--- config.mk ---
export PLATFORM = sky130hd
export DESIGN_NAME = seven_segment_scan_driver
export DESIGN_NICKNAME = d
export VERILOG_FILES = /design/src/rtl/seg7_pkg.sv /design/src/rtl/seven_segment_hex_decoder.sv /design/src/rtl/seven_segment_scan_driver.sv
export SDC_FILE = /design/constraint.sdc
export NUM_CORES = 1
export LEC_CHECK = 0
export CELL_PAD_IN_SITES_DETAIL_PLACEMENT = 0
export CELL_PAD_IN_SITES_GLOBAL_PLACEMENT = 2
export CORE_UTILIZATION = 32
export CTS_CLUSTER_DIAMETER = 150
export DETAILED_ROUTE_END_ITERATION = 16
export PLACE_DENSITY = 0.74
export SKIP_LAST_GASP = 1
export SLEW_MARGIN = 10
export SYNTH_ARGS = -nofsm -noshare
export SYNTH_HDL_FRONTEND = slang
export SYNTH_SLANG_ARGS = --single-unit
--- constraint.sdc ---
create_clock -name clk -period 5.37 [get_ports clk]
set_input_delay 0.537 -clock clk [delete_from_list [all_inputs] [get_ports clk]]
set_output_delay 0.537 -clock clk [all_outputs]
set_load 0.1 [all_outputs]
--- src/rtl/seg7_pkg.sv ---
// seg7_pkg: shared glyph constants and the nibble-to-segment decode function
// for the seven-segment scan driver. Segments are active low, ordered g..a
// (bit6 = g, bit0 = a).
package seg7_pkg;

  localparam logic [6:0] SEG_BLANK = 7'h7F;

  localparam logic [6:0] GLYPH_0 = 7'b1000000;
  localparam logic [6:0] GLYPH_1 = 7'b1111001;
  localparam logic [6:0] GLYPH_2 = 7'b0100100;
  localparam logic [6:0] GLYPH_3 = 7'b0110000;
  localparam logic [6:0] GLYPH_4 = 7'b0011001;
  localparam logic [6:0] GLYPH_5 = 7'b0010010;
  localparam logic [6:0] GLYPH_6 = 7'b0000010;
  localparam logic [6:0] GLYPH_7 = 7'b1111000;
  localparam logic [6:0] GLYPH_8 = 7'b0000000;
  localparam logic [6:0] GLYPH_9 = 7'b0010000;
  localparam logic [6:0] GLYPH_A = 7'b0001000;
  localparam logic [6:0] GLYPH_B = 7'b0000011;
  localparam logic [6:0] GLYPH_C = 7'b1000110;
  localparam logic [6:0] GLYPH_D = 7'b0100001;
  localparam logic [6:0] GLYPH_E = 7'b0000110;
  localparam logic [6:0] GLYPH_F = 7'b0001110;

  // Letters A-F only render when hex_en is set; otherwise they show blank.
  function automatic logic [6:0] seg7_decode(input logic [3:0] nibble, input logic hex_en);
    logic [6:0] seg;
    case (nibble)
      4'h0:    seg = GLYPH_0;
      4'h1:    seg = GLYPH_1;
      4'h2:    seg = GLYPH_2;
      4'h3:    seg = GLYPH_3;
      4'h4:    seg = GLYPH_4;
      4'h5:    seg = GLYPH_5;
      4'h6:    seg = GLYPH_6;
      4'h7:    seg = GLYPH_7;
      4'h8:    seg = GLYPH_8;
      4'h9:    seg = GLYPH_9;
      4'hA:    seg = hex_en ? GLYPH_A : SEG_BLANK;
      4'hB:    seg = hex_en ? GLYPH_B : SEG_BLANK;
      4'hC:    seg = hex_en ? GLYPH_C : SEG_BLANK;
      4'hD:    seg = hex_en ? GLYPH_D : SEG_BLANK;
      4'hE:    seg = hex_en ? GLYPH_E : SEG_BLANK;
      4'hF:    seg = hex_en ? GLYPH_F : SEG_BLANK;
      default: seg = SEG_BLANK;
    endcase
    return seg;
  endfunction

endpackage

--- src/rtl/seven_segment_hex_decoder.sv ---
// seven_segment_hex_decoder: combinational nibble -> active-low segment pattern.
// Ports:
//   nibble   in  4  digit value 0-F
//   hex_en   in  1  1 = show A-F glyphs, 0 = show A-F as blank
//   segment  out 7  active-low segments g..a
module seven_segment_hex_decoder
  import seg7_pkg::*;
(
  input  logic [3:0] nibble,
  input  logic       hex_en,
  output logic [6:0] segment
);

  // Glyph lookup.
  always_comb begin
    segment = seg7_decode(nibble, hex_en);
  end

endmodule

--- src/rtl/seven_segment_scan_driver.sv ---
// seven_segment_scan_driver: time-multiplexed driver for an N-digit
// common-anode 7-segment display. New data is staged in shadow registers and
// only committed at a frame boundary, so a frame never mixes old and new data.
// Ports:
//   clk, rst     clock (rising edge) and synchronous active-high reset
//   load         1-cycle strobe capturing value/dp_in/blank_in/hex_en/lz_suppress
//   value        packed nibbles, nibble i = digit i (digit 0 rightmost)
//   dp_in        per-digit decimal point enable (1 = lit)
//   blank_in     per-digit force-blank
//   hex_en       show A-F as glyphs
//   lz_suppress  blank leading zeros (digit 0 always shown)
//   segment, dp  registered active-low segment / decimal-point pins
//   anode        registered one-hot digit enable (polarity per ANODE_ACTIVE_LOW)
//   frame_done   registered 1-cycle pulse after the last slot of a frame
module seven_segment_scan_driver
  import seg7_pkg::*;
#(
  parameter int NUM_DIGITS       = 4,
  parameter int REFRESH_DIV      = 50000,
  parameter int BLANK_CYCLES     = 16,
  parameter int ANODE_ACTIVE_LOW = 1
) (
  input  logic                    clk,
  input  logic                    rst,
  input  logic                    load,
  input  logic [4*NUM_DIGITS-1:0] value,
  input  logic [NUM_DIGITS-1:0]   dp_in,
  input  logic [NUM_DIGITS-1:0]   blank_in,
  input  logic                    hex_en,
  input  logic                    lz_suppress,
  output logic [6:0]              segment,
  output logic                    dp,
  output logic [NUM_DIGITS-1:0]   anode,
  output logic                    frame_done
);

  localparam int PW = (REFRESH_DIV > 1) ? $clog2(REFRESH_DIV) : 1;
  localparam int IW = (NUM_DIGITS > 1) ? $clog2(NUM_DIGITS) : 1;
  localparam logic [PW-1:0] PRESC_LAST  = PW'(REFRESH_DIV - 1);
  localparam logic [PW-1:0] BLANK_LIMIT = PW'(BLANK_CYCLES);
  localparam logic [IW-1:0] INDEX_LAST  = IW'(NUM_DIGITS - 1);
  localparam logic [NUM_DIGITS-1:0] ANODE_OFF =
    (ANODE_ACTIVE_LOW != 0) ? {NUM_DIGITS{1'b1}} : {NUM_DIGITS{1'b0}};

  logic [PW-1:0]           prescaler;
  logic [IW-1:0]           index;

  logic [4*NUM_DIGITS-1:0] shadow_value;
  logic [NUM_DIGITS-1:0]   shadow_dp;
  logic [NUM_DIGITS-1:0]   shadow_blank;
  logic                    shadow_hex;
  logic                    shadow_lz;
  logic                    pending;

  logic [4*NUM_DIGITS-1:0] commit_value;
  logic [NUM_DIGITS-1:0]   commit_dp;
  logic [NUM_DIGITS-1:0]   commit_blank;
  logic                    commit_hex;
  logic                    commit_lz;

  logic                    slot_end;
  logic                    boundary;
  logic [NUM_DIGITS-1:0]   lz_mask;
  logic                    zero_above;
  logic [3:0]              cur_nibble;
  logic [6:0]              dec_segment;
  logic [NUM_DIGITS-1:0]   onehot;
  logic [6:0]              segment_next;
  logic                    dp_next;
  logic [NUM_DIGITS-1:0]   anode_next;

  assign slot_end = (prescaler == PRESC_LAST);
  assign boundary = slot_end && (index == INDEX_LAST);

  // Prescaler and digit index counters.
  always_ff @(posedge clk) begin
    if (rst) begin
      prescaler <= '0;
      index     <= '0;
    end else if (slot_end) begin
      prescaler <= '0;
      index     <= (index == INDEX_LAST) ? '0 : index + IW'(1);
    end else begin
      prescaler <= prescaler + PW'(1);
    end
  end

  // Shadow capture on load; pending marks shadow data not yet committed.
  always_ff @(posedge clk) begin
    if (rst) begin
      shadow_value <= '0;
      shadow_dp    <= '0;
      shadow_blank <= '0;
      shadow_hex   <= 1'b0;
      shadow_lz    <= 1'b0;
      pending      <= 1'b0;
    end else begin
      if (load) begin
        shadow_value <= value;
        shadow_dp    <= dp_in;
        shadow_blank <= blank_in;
        shadow_hex   <= hex_en;
        shadow_lz    <= lz_suppress;
      end
      // A load landing on the boundary is committed directly, so it never pends.
      if (boundary) begin
        pending <= 1'b0;
      end else if (load) begin
        pending <= 1'b1;
      end
    end
  end

  // Frame-boundary commit; the live inputs bypass the shadow on a coincident load.
  always_ff @(posedge clk) begin
    if (rst) begin
      commit_value <= '0;
      commit_dp    <= '0;
      commit_blank <= '0;
      commit_hex   <= 1'b0;
      commit_lz    <= 1'b0;
    end else if (boundary && load) begin
      commit_value <= value;
      commit_dp    <= dp_in;
      commit_blank <= blank_in;
      commit_hex   <= hex_en;
      commit_lz    <= lz_suppress;
    end else if (boundary && pending) begin
      commit_value <= shadow_value;
      commit_dp    <= shadow_dp;
      commit_blank <= shadow_blank;
      commit_hex   <= shadow_hex;
      commit_lz    <= shadow_lz;
    end
  end

  // Leading-zero mask: digit i is suppressed when it and every digit above it are zero.
  always_comb begin
    lz_mask    = '0;
    zero_above = 1'b1;
    for (int i = NUM_DIGITS - 1; i >= 1; i--) begin
      zero_above = zero_above & (commit_value[i*4 +: 4] == 4'h0);
      lz_mask[i] = commit_lz & zero_above;
    end
  end

  assign cur_nibble = commit_value[index*4 +: 4];

  seven_segment_hex_decoder u_decoder (
    .nibble  (cur_nibble),
    .hex_en  (commit_hex),
    .segment (dec_segment)
  );

  // Next pin values for the current slot position.
  always_comb begin
    onehot = {{(NUM_DIGITS-1){1'b0}}, 1'b1} << index;
    if (prescaler < BLANK_LIMIT) begin
      segment_next = SEG_BLANK;
      dp_next      = 1'b1;
      anode_next   = ANODE_OFF;
    end else begin
      segment_next = (commit_blank[index] || lz_mask[index]) ? SEG_BLANK : dec_segment;
      dp_next      = ~commit_dp[index];
      anode_next   = (ANODE_ACTIVE_LOW != 0) ? ~onehot : onehot;
    end
  end

  // Output pin registers.
  always_ff @(posedge clk) begin
    if (rst) begin
      segment    <= SEG_BLANK;
      dp         <= 1'b1;
      anode      <= ANODE_OFF;
      frame_done <= 1'b0;
    end else begin
      segment    <= segment_next;
      dp         <= dp_next;
      anode      <= anode_next;
      frame_done <= boundary;
    end
  end

endmodule

* Word level (Yosys, flattened, before mapping)
Index checks and enable logic that the tools add are counted.
** Word-level totals
- Output and inout bits :: 13
- Bits in registers :: 84
- Logic and storage cells :: 84
- Input bits :: 29
** Operators by class
- $lt $le $gt $ge :: 2
- Add/subtract/negate cells :: 2
- Shift-type cells :: 2
- Muxes and demuxes :: 24
- Bitwise gates (word level) :: 7
- Equal/unequal tests :: 17
- Reduce and logical (&&, ||, !) cells :: 13
** Operator list (count)
- $pmux W7 S16 :: 1
- $mux W7 :: 5
- $eq A4 B4 Y1 const B :: 8
- $mux W16 :: 2
- $add A16 B1 Y16 const B :: 1
- $eq A16 B16 Y1 const B :: 1
- $eq A4 B3 Y1 const B :: 4
- $logic_not A4 Y1 :: 4
- $lt A16 B5 Y1 const B :: 1
- $mux W4 :: 4
- $shiftx A16 B5 Y4 :: 1
- $eq A4 B2 Y1 const B :: 2
- $mux W1 :: 7
- $bmux W1 S2 :: 3
- $mux W6 :: 1
- $reduce_or A2 Y1 :: 3
- $and A1 B1 Y1 :: 5
- $eq A4 B1 Y1 const B :: 1
- $not A4 Y4 :: 1
- $shl A1 B2 Y4 const A :: 1
- $logic_and A1 B1 Y1 :: 3
- $lt A2 B3 Y1 const B :: 1
- $reduce_or A3 Y1 :: 1
- $add A2 B1 Y2 const B :: 1
- other kinds (5) :: 5

* Longest topological paths before layout
- Word-level depth :: 8
- Depth in mapped cells :: 8
- Gate-level depth less buffers :: 6

* By module
A second synthesis with hierarchy kept.
** Second synthesis, totals
- Cell total of the unflattened synthesis :: 366
- Area total of the unflattened synthesis :: 3701.0 um^2
** Modules (own cells, without submodules)
- seven_segment_scan_driver :: times used 1, cells each 322, area an instance 3400.8 um^2, seq. area each 1681.6 um^2
- seven_segment_hex_decoder :: times used 1, cells each 44, area an instance 300.3 um^2, seq. area each 0.0 um^2

* Worst setup path before layout
OpenSTA, ideal clock, no wires.
- Path type :: flip-flop to flip-flop
- Start point :: register index[0]
- End point :: register segment[5]
- Setup time :: 0.144 ns
- Stages on the path, launching flop included :: 9
- Path slack :: 3.419 ns
- Path buffers :: 3
- Clock period less this slack :: 1.951 ns
- Data required time :: 5.226 ns
- Arrival time :: 1.808 ns
- Cell sequence :: dfxtp_1 -> buf_2 -> buf_2 -> mux4_2 -> buf_2 -> inv_1 -> o211ai_1 -> o311ai_1 -> o211ai_1
** Between the ends
- Cells in the longest elaborated chain, start to end :: 4
- Elaborated cells between the ends (all ways) :: 24
- Classes of those cells :: eq/ne (15); shift (1); mux (5); reduce/logical (3)
** RTL lines
- start: declaration :: RTL line seven_segment_scan_driver.sv:46 : logic [IW-1:0] index;
- start signal: assignment :: RTL line seven_segment_scan_driver.sv:82 : index <= (index == INDEX_LAST) ? '0 : index + IW'(1);
- parallel branches: the longest is 4 deep, another holds $shiftx A16 B5 Y4
- end signal: assignment :: RTL line seven_segment_scan_driver.sv:177 : segment <= segment_next;
- end: declaration :: RTL line seven_segment_scan_driver.sv:31 : output logic [6:0] segment,
Parallel ways; which one is timed is not known. The select of a mux whose other input is x is not followed.
A chain may end at the register's enable or synchronous reset.

* Worst setup path in the final report
- Start point :: register frame_done
- End point :: output frame_done
** RTL lines
- start: declaration :: RTL line seven_segment_scan_driver.sv:34 : output logic frame_done
- start signal: assignment :: RTL line seven_segment_scan_driver.sv:180 : frame_done <= boundary;
No word-level cell between the ends.

==> results by group <==
Run status
  • Status: complete, no violations

Synthesis
  • Syn avg cell area: 9.79 um2
  • Cells after synthesis: 367
  • Post-synth ARST share: 0%
  • Synth unique cells: 44
  • Yosys reg bits: 84
  • Post-Synthesis Net Count: 401
  • Primary FF master, synth: dfxtp_1
  • Synth Cell Area: 0.00359 mm2
  • Syn. warnings: 0
  • Sequential area share after synthesis: 46.8%
  • Number of flops mapped to enable cells by yosys: 0

Power and ir drop
  • Maximum vdd drop: 0.000104 V
  • Leak: 1.50 nW
  • Combinational share of power: 6.3%
  • Register share of total power: 55.5%
  • Internal Power: 888 uW
  • Sw Share: 23.2%
  • P_sw: 268 uW
  • Power Dens Cells: 272 mW/mm2
  • Clk pwr share: 38.1%
  • Total power: 1.16 mW

Finish
  • Multi-input logic area: 0.00177 mm2
  • Area grow syn2layout: 18.5%
  • Ant diodes: 0
  • Commonest non-fill, non-tap cell in the layout: dfxtp_1
  • Share of layout cells above drive strength 1: 10.9%
  • Commonest cells after routing, fill and taps aside: dfxtp_1, nor2_1, clkdlybuf4s50_1, mux2i_1, nand2_1
  • FF+latch area: 0.00168 mm2
  • Fill count: 1087
  • Fin nets: 431

Timing
  • Crit share post-route: 43.3%
  • Time the worst path needs with I/O delays and setup: 2.33 ns
  • Hold Fails Final Rpt: 0
  • Setup Skew: 0.0108 ns
  • Fmax: 430 MHz
  • Slew Viols, Final: 0
  • RSZ-0062 raised after global routing: no
  • Final setup vio count: 0
  • Slew HR: 33.2%
  • Final setup TNS: 0 ns
  • Slew @ Worst Pin: 1.00 ns

Die
  • Die width: 108 um
  • Die Height: 108 um
  • Core area: 0.0109 mm2
  • Ports: 42
  • Die area: 0.0117 mm2
  • Cell Rows: 38
  • Starting Density: 33.0%

Global route
  • Global route overflow: 0
  • Largest net degree at the start of global routing: 60
  • Vias in the first global route: 2439
  • First-pass GRT wire length: 12400 um
  • Initial antenna violation count: 0
  • All-layer global routing usage: 13.7%

Clock tree
  • Worst-path clk slew: 0.08 ns
  • Post-CTS setup buffers: 0
  • CTS resizes: 0
  • Root buffer cell: clkbuf_8
  • H-tree depth: 3
  • Num CTS Buffers: 9
  • Skew-Pair Late Insertion Delay: 0.35 ns
  • Clock buffer depth: 2
  • Hold_buf cts: 0
  • TritonCTS Sinks: 84
  • CTS tree: built

Worst setup path
  • R2r endpoint: segment[5]$_SDFF_PP1_
  • Reg2reg start: index[0]$_SDFFE_PP0N_
  • Crit path DAT: 1.79 ns
  • Startpoint types: flop
  • WP data required: 4.83 ns
  • Crit path cell chain: clkdlybuf4s50_1
  • Buf+Inv Stages, Crit Path: 1
  • Setup crit end kind: output port
  • Worst Path Max Fanout: 1
  • Reg2reg setup slack: 3.09 ns
  • CP max-delay cell: clkdlybuf4s50_1
  • Slowest stage delay, CP: 1.12 ns
  • CP delay by family, top: buffers and inverters
  • Critical path type: reg -> out
  • FF-to-FF path depth: 4

Placement
  • RePlAce Congestion: 0.726
  • Dpl hpwl: 5030 um
  • Port Buffers: 41

Routing
  • Avg Vias per Cell: 4.77
  • WL per Instance: 13.6 um
  • Total number of vias: 2583
  • Routed WL: 7390 um
  • DRT iter0 DRCs: 88
  • Post-route DRC: 0
  • Pre-antenna DRT Iters: 4
  • Routed Antenna Nets: 0

Worst hold path
  • WHS Endpoint: prescaler[0]$_SDFF_PP0_
  • Hold Startpoint: prescaler[0]$_SDFF_PP0_
  • Hold Path Stages: 1
  • Tightest Hold Check Type: reg -> reg

Run
  • Max Cap Viol: 0
==> power groups by stage <==
| stage | combinational, mW | clock, mW | sequential (mW) |
|---|---|---|---|
| 6_report | 0.0731 | 0.441 | 0.642 |
| 5_1_grt | 0.0808 | 0.483 | 0.644 |
| 4_1_cts | 0.0745 | 0.460 | 0.642 |
| 3_5_place_dp | 0.0744 | 0 | 0.657 |
| 3_3_place_gp | 0.0737 | 0 | 0.656 |
| 2_1_floorplan | 0.0434 | 0 | 0.655 |
==> how the worst max path moves through the flow <==
| stage | startpoint | depth (start not counted) | endpoint | slack (ns) |
|---|---|---|---|---|
| after floorplan | index[0]$_SDFFE_PP0N_ | 8 | segment[5]$_SDFF_PP1_ | 3.42 |
| after global placement | load | 5 | commit_value[1]$_SDFFE_PP0P_ | 2.96 |
| after detailed placement | load | 6 | commit_value[12]$_SDFFE_PP0P_ | 2.91 |
| after CTS | frame_done$_SDFF_PP0_ | 1 | frame_done | 3.01 |
| after global routing | prescaler[0]$_SDFF_PP0_ | 6 | commit_hex$_SDFFE_PP0P_ | 2.75 |
| final | frame_done$_SDFF_PP0_ | 1 | frame_done | 3.04 |
==> kinds of logic after synthesis <==
| logic type | synth area share [%] |
|---|---|
| DFF | 46.8 |
| adders and majority gates | 1.74 |
| AOI/OAI and AO/OA | 14.1 |
| muxes | 11.6 |
| and+or+nand+nor | 18.0 |
| buffers and inverters | 3.87 |
| xor gates and xnor gates | 3.90 |
==> area by class of cell <==
type                       count  share of cell area [%]
sequential                    84                    39.5
multi-input combinational    253                    41.6
clock buffer                  10                    3.00
timing repair buffer          42                    9.59
tap                          140                    4.12
clock inverter                 6                    1.53
inverter                       7                   0.617
==> registers in the layout, summed over array words and instances, names as in the netlist, 2 cells and up <==
name and cells:
segment 7, index 2, commit_value 16, shadow_value 16, anode 4, prescaler 16
shadow_blank 4, commit_dp 4, shadow_dp 4, commit_blank 4
==> per-layer routing <==
layer  wire, um  global-route usage, %  up-vias
met3        293                   3.44        2
met4         40                   5.58        0
met1       4120                   20.4     1187
met5          0                      0        -
met2       2940                   18.7       46
li1           -                      -     1348
==> synthesized netlist by cell type (6+ instances only) <==
| master | number | area share [%] |
|---|---|---|
| a211oi_2 | 15 | 5.2 |
| a22o_1 | 11 | 2.7 |
| a22oi_1 | 11 | 2.3 |
| buf_2 | 6 | 0.84 |
| clkbuf_1 | 13 | 1.4 |
| dfxtp_1 | 84 | 47 |
| inv_1 | 7 | 0.73 |
| mux2i_1 | 27 | 7.5 |
| mux4_2 | 6 | 3.8 |
| nand2_1 | 22 | 2.3 |
| nand3_1 | 12 | 1.7 |
| nor2_1 | 77 | 8.0 |
| xnor2_1 | 9 | 2.2 |
| xor2_1 | 7 | 1.7 |
==> worst register-to-register path, delay by kind of cell (launching register included) <==
family | cells | cell delay [ns]
AO/OA/AOI/OAI | 2 | 0.40
multiplexers | 1 | 0.72
flip-flops | 1 | 0.78
AND/OR/NAND/NOR | 1 | 0.24
==> metrics by stage <==
step,std cells,hold slack (ns),instance area [um2],util (%),worst slack [ns]
after floorplan,367,0.430,3590,-,3.42
after global placement,526,0.442,4060,37.3,2.96
after detailed placement,526,0.464,4060,37.3,2.91
after CTS,542,0.484,4260,39.1,3.01
after global routing,542,0.512,4260,39.1,2.75
final,542,0.480,4260,39.1,3.04
Power figures use the tool's default switching activity.
